`config.mk`:
```
export PLATFORM = sky130hd
export DESIGN_NAME = flow_valve_sequencer
export DESIGN_NICKNAME = d
export VERILOG_FILES = /design/src/rtl/flow_valve_sequencer.sv
export SDC_FILE = /design/constraint.sdc
export NUM_CORES = 1
export LEC_CHECK = 0
export ABC_AREA = 1
export CAP_MARGIN = 20
export CORE_UTILIZATION = 55
export CTS_CLUSTER_SIZE = 10
export DETAILED_ROUTE_END_ITERATION = 6
export PLACE_DENSITY_LB_ADDON = 0.1
export SLEW_MARGIN = 10
export SYNTH_ARGS = -nofsm -noshare
export SYNTH_HDL_FRONTEND = slang
export SYNTH_SLANG_ARGS = --single-unit
```
`constraint.sdc`:
```
create_clock -name clk -period 2.2 [get_ports clk]
set_input_delay 0.66 -clock clk [delete_from_list [all_inputs] [get_ports clk]]
set_output_delay 0.66 -clock clk [all_outputs]
set_load 0.03 [all_outputs]
```
`src/rtl/flow_valve_sequencer.sv`:
```
// Reservoir inlet valve sequencer: moves one valve at a time toward the level
// controller's demand, confirms each move by acknowledge, and latches actuator faults.
module flow_valve_sequencer #(
    parameter int STAGGER     = 16,
    parameter int ACK_TIMEOUT = 255,
    parameter int CNT_W       = 8
) (
    input  logic       clk,
    input  logic       reset,
    input  logic       req_fr1,
    input  logic       req_fr2,
    input  logic       req_fr3,
    input  logic       req_dfr,
    input  logic [3:0] valve_ack,
    input  logic       clr_fault,
    output logic [3:0] valve_open,
    output logic       busy,
    output logic       fault,
    output logic [1:0] fault_valve
);

    typedef enum logic [2:0] {
        ST_IDLE       = 3'd0,
        ST_WAIT_OPEN  = 3'd1,
        ST_WAIT_CLOSE = 3'd2,
        ST_SETTLE     = 3'd3,
        ST_FAULT      = 3'd4
    } state_t;

    localparam logic [CNT_W-1:0] ACK_LAST    = CNT_W'(ACK_TIMEOUT - 1);
    localparam logic [CNT_W-1:0] SETTLE_LAST = CNT_W'(STAGGER - 1);
    localparam logic [CNT_W-1:0] CNT_ONE     = CNT_W'(1);
    localparam logic [CNT_W-1:0] CNT_ZERO    = CNT_W'(0);

    state_t           state_r;
    logic [CNT_W-1:0] cnt_r;
    logic [1:0]       idx_r;
    logic [3:0]       target_s;
    logic [3:0]       drift_s;
    logic [3:0]       close_s;
    logic [3:0]       open_s;
    logic             ack_match_s;

    function automatic logic [1:0] lowest_idx(input logic [3:0] v);
        logic [1:0] idx;
        idx = 2'd0;
        for (int i = 3; i >= 0; i--) begin
            if (v[i]) idx = i[1:0];
        end
        return idx;
    endfunction

    function automatic logic [1:0] highest_idx(input logic [3:0] v);
        logic [1:0] idx;
        idx = 2'd0;
        for (int i = 0; i < 4; i++) begin
            if (v[i]) idx = i[1:0];
        end
        return idx;
    endfunction

    // Demand decode and handshake match for the valve currently being moved.
    always_comb begin
        target_s    = {req_dfr, req_fr3, req_fr2, req_fr1};
        drift_s     = valve_ack ^ valve_open;
        close_s     = valve_open & ~target_s;
        open_s      = ~valve_open & target_s;
        ack_match_s = (valve_ack[idx_r] == valve_open[idx_r]);
        busy        = (state_r != ST_IDLE) || (target_s != valve_open);
    end

    // Sequencer FSM with registered valve commands and fault reporting.
    always_ff @(posedge clk or negedge reset) begin
        if (!reset) begin
            state_r     <= ST_IDLE;
            cnt_r       <= CNT_ZERO;
            idx_r       <= 2'd0;
            valve_open  <= 4'b0000;
            fault       <= 1'b0;
            fault_valve <= 2'd0;
        end else begin
            case (state_r)
                ST_IDLE: begin
                    cnt_r <= CNT_ZERO;
                    if (|drift_s) begin
                        state_r     <= ST_FAULT;
                        valve_open  <= 4'b0000;
                        fault       <= 1'b1;
                        fault_valve <= lowest_idx(drift_s);
                    end else if (|close_s) begin
                        idx_r                         <= highest_idx(close_s);
                        valve_open[highest_idx(close_s)] <= 1'b0;
                        state_r                       <= ST_WAIT_CLOSE;
                    end else if (|open_s) begin
                        idx_r                        <= lowest_idx(open_s);
                        valve_open[lowest_idx(open_s)] <= 1'b1;
                        state_r                      <= ST_WAIT_OPEN;
                    end else begin
                        state_r <= ST_IDLE;
                    end
                end
                ST_WAIT_OPEN, ST_WAIT_CLOSE: begin
                    if (ack_match_s) begin
                        cnt_r   <= CNT_ZERO;
                        state_r <= (state_r == ST_WAIT_OPEN) ? ST_SETTLE : ST_IDLE;
                    end else if (cnt_r == ACK_LAST) begin
                        cnt_r       <= CNT_ZERO;
                        state_r     <= ST_FAULT;
                        valve_open  <= 4'b0000;
                        fault       <= 1'b1;
                        fault_valve <= idx_r;
                    end else begin
                        cnt_r <= cnt_r + CNT_ONE;
                    end
                end
                ST_SETTLE: begin
                    if (cnt_r == SETTLE_LAST) begin
                        cnt_r   <= CNT_ZERO;
                        state_r <= ST_IDLE;
                    end else begin
                        cnt_r <= cnt_r + CNT_ONE;
                    end
                end
                ST_FAULT: begin
                    cnt_r      <= CNT_ZERO;
                    valve_open <= 4'b0000;
                    if (clr_fault) begin
                        state_r     <= ST_IDLE;
                        fault       <= 1'b0;
                        fault_valve <= 2'd0;
                    end else begin
                        state_r <= ST_FAULT;
                    end
                end
                default: begin
                    state_r    <= ST_IDLE;
                    cnt_r      <= CNT_ZERO;
                    valve_open <= 4'b0000;
                end
            endcase
        end
    end

endmodule

```
==> results of run 1 <==
==> cell families after synthesis <==
group | Yosys count
AOI/OAI and AO/OA | 20
xor gates and xnor gates | 6
adders and majority gates | 11
buffers and inverters | 38
DFF | 20
and+or+nand+nor | 153
==> cells in the final DEF, fill, tap and decap left out <==
| cell type | Yosys | final |
|---|---|---|
| dfrtp_2 | 0 | 2 |
| dlygate4sd2_1 | 0 | 4 |
| o31ai_1 | 1 | 1 |
| xnor2_1 | 2 | 2 |
| inv_1 | 31 | 29 |
| nor2_4 | 3 | 5 |
| ha_1 | 11 | 11 |
| a21oi_1 | 2 | 2 |
| clkdlybuf4s50_1 | 0 | 11 |
| nand4_1 | 1 | 1 |
| o21a_1 | 1 | 1 |
| nand3_2 | 3 | 4 |
| nand3_1 | 22 | 21 |
| nand2_4 | 2 | 3 |
| or2_1 | 1 | 1 |
| dfrtp_1 | 20 | 18 |
| inv_2 | 7 | 9 |
| nor3_1 | 1 | 1 |
| nand2_2 | 5 | 5 |
| xor2_1 | 4 | 4 |
| nor2_8 | 1 | 1 |
| clkbuf_2 | 0 | 2 |
| nor4_1 | 1 | 1 |
| o21ai_4 | 1 | 1 |
| nand3_4 | 1 | 1 |
| a21oi_2 | 1 | 1 |
| clkbuf_4 | 0 | 3 |
| nor2_2 | 2 | 2 |
| nand2_1 | 84 | 83 |
| buf_4 | 0 | 23 |
| buf_6 | 0 | 1 |
| a31oi_1 | 1 | 1 |
| nor2_1 | 26 | 24 |
| o21ai_0 | 13 | 13 |
==> sequential cells by signal (all words and copies together) (netlist names) <==
register	cells
idx_r	2
fault	1
cnt_r	8
fault_valve	2
state_r	3
valve_open	4
==> where the power goes <==
group | switching (W) | internal (W) | total, W
Clock | 0.000104 | 0.0000639 | 0.000168
Sequential | 0.0000596 | 0.000420 | 0.000479
Combinational | 0.000336 | 0.000205 | 0.000541
Total | 0.000500 | 0.000689 | 0.00119
==> how the worst max path moves through the flow <==
stage	start	endpoint	slack (ns)	depth (start not counted)
2_1_floorplan	req_fr2	busy	0.22	5
5_1_grt	req_fr2	busy	0.007	7
6_report	valve_open[3]$_DFFE_PN0P_	valve_open[3]	0.07	1
3_5_place_dp	req_fr1	busy	-0.33	7
4_1_cts	req_fr1	busy	0.002	7
3_3_place_gp	req_fr2	busy	-0.32	7
==> final cells by class <==
cell class	instances	area, um^2	area share, %
Clock buffer	3	22.5	1.07
Timing Repair Buffer	41	339	16.2
Inverter	38	143	6.79
Multi-Input combinational cell	190	1050	50.2
Tap cell	31	38.8	1.85
Sequential cell	20	503	24.0
==> per-stage QoR <==
stage / util [%] / setup TNS, ns / cell area (um^2) / setup WS, ns / hold slack, ns
6_report: 74.8 / 0 / 2100 / 0.0682 / 0.478
5_1_grt: 74.8 / 0 / 2100 / 0.00651 / 0.507
4_1_cts: 74.0 / 0 / 2070 / 0.00210 / 0.484
3_5_place_dp: 72.8 / -0.999 / 2040 / -0.325 / 0.458
3_3_place_gp: 72.8 / -1.01 / 2040 / -0.321 / 0.454
2_1_floorplan: - / 0 / 1670 / 0.218 / 0.364
==> routing by layer <==
metal | vias to the layer above | part of all wire [%]
met5 | - | 0
met4 | 0 | 0.32
met3 | 3 | 5.1
met2 | 45 | 46
met1 | 764 | 48
li1 | 862 | -
==> tightest hold or removal path, stage by stage (launching register included) <==
cell	delay (ns)
dfrtp_1	0.35
nand2_1	0.05
nand2_1	0.05
==> synthesized netlist by cell type (3+ instances only) <==
cell type	count
nand3_1	22
dfrtp_1	20
inv_2	7
nand3_2	3
ha_1	11
nor2_4	3
inv_1	31
nor2_1	26
o21ai_0	13
nand2_2	5
xor2_1	4
nand2_1	84
==> what timing repair did <==
| item | 4_1_cts | 5_1_grt |
|---|---|---|
| buffers inserted | 0 | 2 |
| endpoints found under the setup margin | 3 | 1 |
| pin swaps | 3 | 2 |
| resized for setup | 13 | 9 |
| endpoints found under the hold margin | 0 | 0 |
==> key figures, run 1 <==
Status
  • Status: completed

Worst setup path
  • Reg2Reg Depth: 11
  • Required @ worst endpoint: 1.54 ns
  • Crit end category: primary output
  • Reg2Reg Capture Point: valve_open[3]$_DFFE_PN0P_
  • CP Buf/Inv Count: 1
  • Crit Path Max Fanout: 7
  • CP top delay family: buffers and inverters
  • Slowest-stage cell, CP: clkdlybuf4s50_1
  • CP startpoint kind: register
  • Max incr delay on CP: between 0.7 and 0.8 ns
  • Reg-to-reg slack, setup: approximately 0.49 ns
  • Worst-path cell chain: clkdlybuf4s50_1
  • Crit path DAT: around 1.5 ns
  • Setup CP Type: register to primary output
  • R2r startpoint: valve_open[1]$_DFFE_PN0P_

Clock tree
  • CTS root buf: clkbuf_4
  • Hold buffer count at CTS: 0
  • Clk_lat worst skew: around 0.3 ns
  • Worst-path clk slew: 0.10 ns
  • Num CTS Buffers: 3
  • Max Root-Sink Buffers: 2
  • Sinks on Clock Net: 20
  • Htree depth: 1
  • CTS tree: yes

Yosys
  • Post-synth top area cell: dfrtp_1
  • Yosys top cell area share: about 30%
  • Synth Area per Inst: a little under 7 um^2
  • Post-synth EDFFs: 0
  • Prevailing post-synth register cell: dfrtp_1
  • Seq cells post-synth: 20
  • Area contributors post-synth: dfrtp_1 (30%), nand2_1 (19%), ha_1 (8.2%)
  • Synth cell types: 27
  • Post-Synth Simple-Gate Area: between 40% and 50%
  • Synth Area in Compound Gates: under 10%
  • Post-Synth XOR/XNOR Area: 3.15%
  • Adder-Cell Fraction of Synth Area: 8.25%
  • Post-synthesis mux area share: 0%
  • Post-synth ARST share: 100%
  • Synth Cell Area: between 1500 and 2000 um^2
  • Seq/Total Area, Yosys: between 20% and 30%
  • Largest family of logic cells by synthesized area: simple AND/OR/NAND/NOR gates
  • Mapped Cells: between 200 and 250
  • Yosys warnings: 0
  • Synthesized net count: 270

Final layout
  • N_diodes: 0
  • Fill cells: around 250
  • Area grow syn2layout: 25.8%
  • Finished Layout Cells: 323
  • Layout cells sized above 1: between 20 and 25%
  • Nets: between 300 and 400

Timing
  • Fmax: approximately 470 MHz
  • Final min period: around 2.1 ns
  • RSZ-0062 raised after global routing: no
  • Final setup violation count: 0
  • Post-Route Skew: about 0.0032 ns
  • Period utilisation layout: 96.9%
  • Fin. max-slew vios: 0
  • Slew @ Worst Pin: 0.305 ns
  • Final Hold Viols: 0
  • Slew HR: just under 80%

Route
  • Number of vias per cell: between 5 and 6
  • Post-route ant nets: 0
  • Avg WL per Cell: 11.6 um
  • DR vias: about 1700
  • Number of remaining DRC errors: 0
  • 1st-iter DRT viols: 59
  • DRT Wirelength: approximately 3.7 mm
  • Drt pass-1 iters: 4

Floorplan
  • Initial core utilization: approximately 60%
  • Die Width: 57.1 um
  • Die Area: 3260 um^2
  • # IOs: 19
  • Rows: 19
  • Core Area: between 2000 and 3000 um^2
  • DIE HEIGHT: around 57 um

Placed design
  • DPL Wire Length: 2.98 mm
  • Placed insts: roughly 320
  • GP Congestion: between 0.8 and 0.9
  • IO buf count: 18

Global route
  • Largest net degree at the start of global routing: 21
  • Top Usage Layer GRT: met2
  • Met2 GRT Util: 41.3%
  • Met3 GRT Util: about 5.4%
  • Vias in the first global route: 1518
  • GR Util All Layers: about 25%
  • Global-route wire length before repair: approximately 6.4 mm
  • Initial antenna violation count: 0
  • Met1 usage: 34.6%
  • GRT Residual Overflow: 0

Worst hold path
  • Hold Path End: fault_valve[1]$_DFFE_PN0P_
  • Hold_sp: fault_valve[1]$_DFFE_PN0P_
  • Worst Hold Class: register to register
  • WHS Path Cells: 2

Power and ir drop
  • PwrDens: ~570 nW/um^2
  • Worst vdd ir: 0.000502 V
  • Total power: between 0.001 and 0.0015 W
  • Leak pwr: between 1 and 1.5 nW

Flow run
  • Max-Cap Viols: 0
Power figures use the tool's default switching activity.
==> run 2, diff against run 1 <==
Settings changed: SLEW_MARGIN 10 to 0.
==> results of run 2 <==
The final DEF is identical to that of run 1; final timing and power are the same.
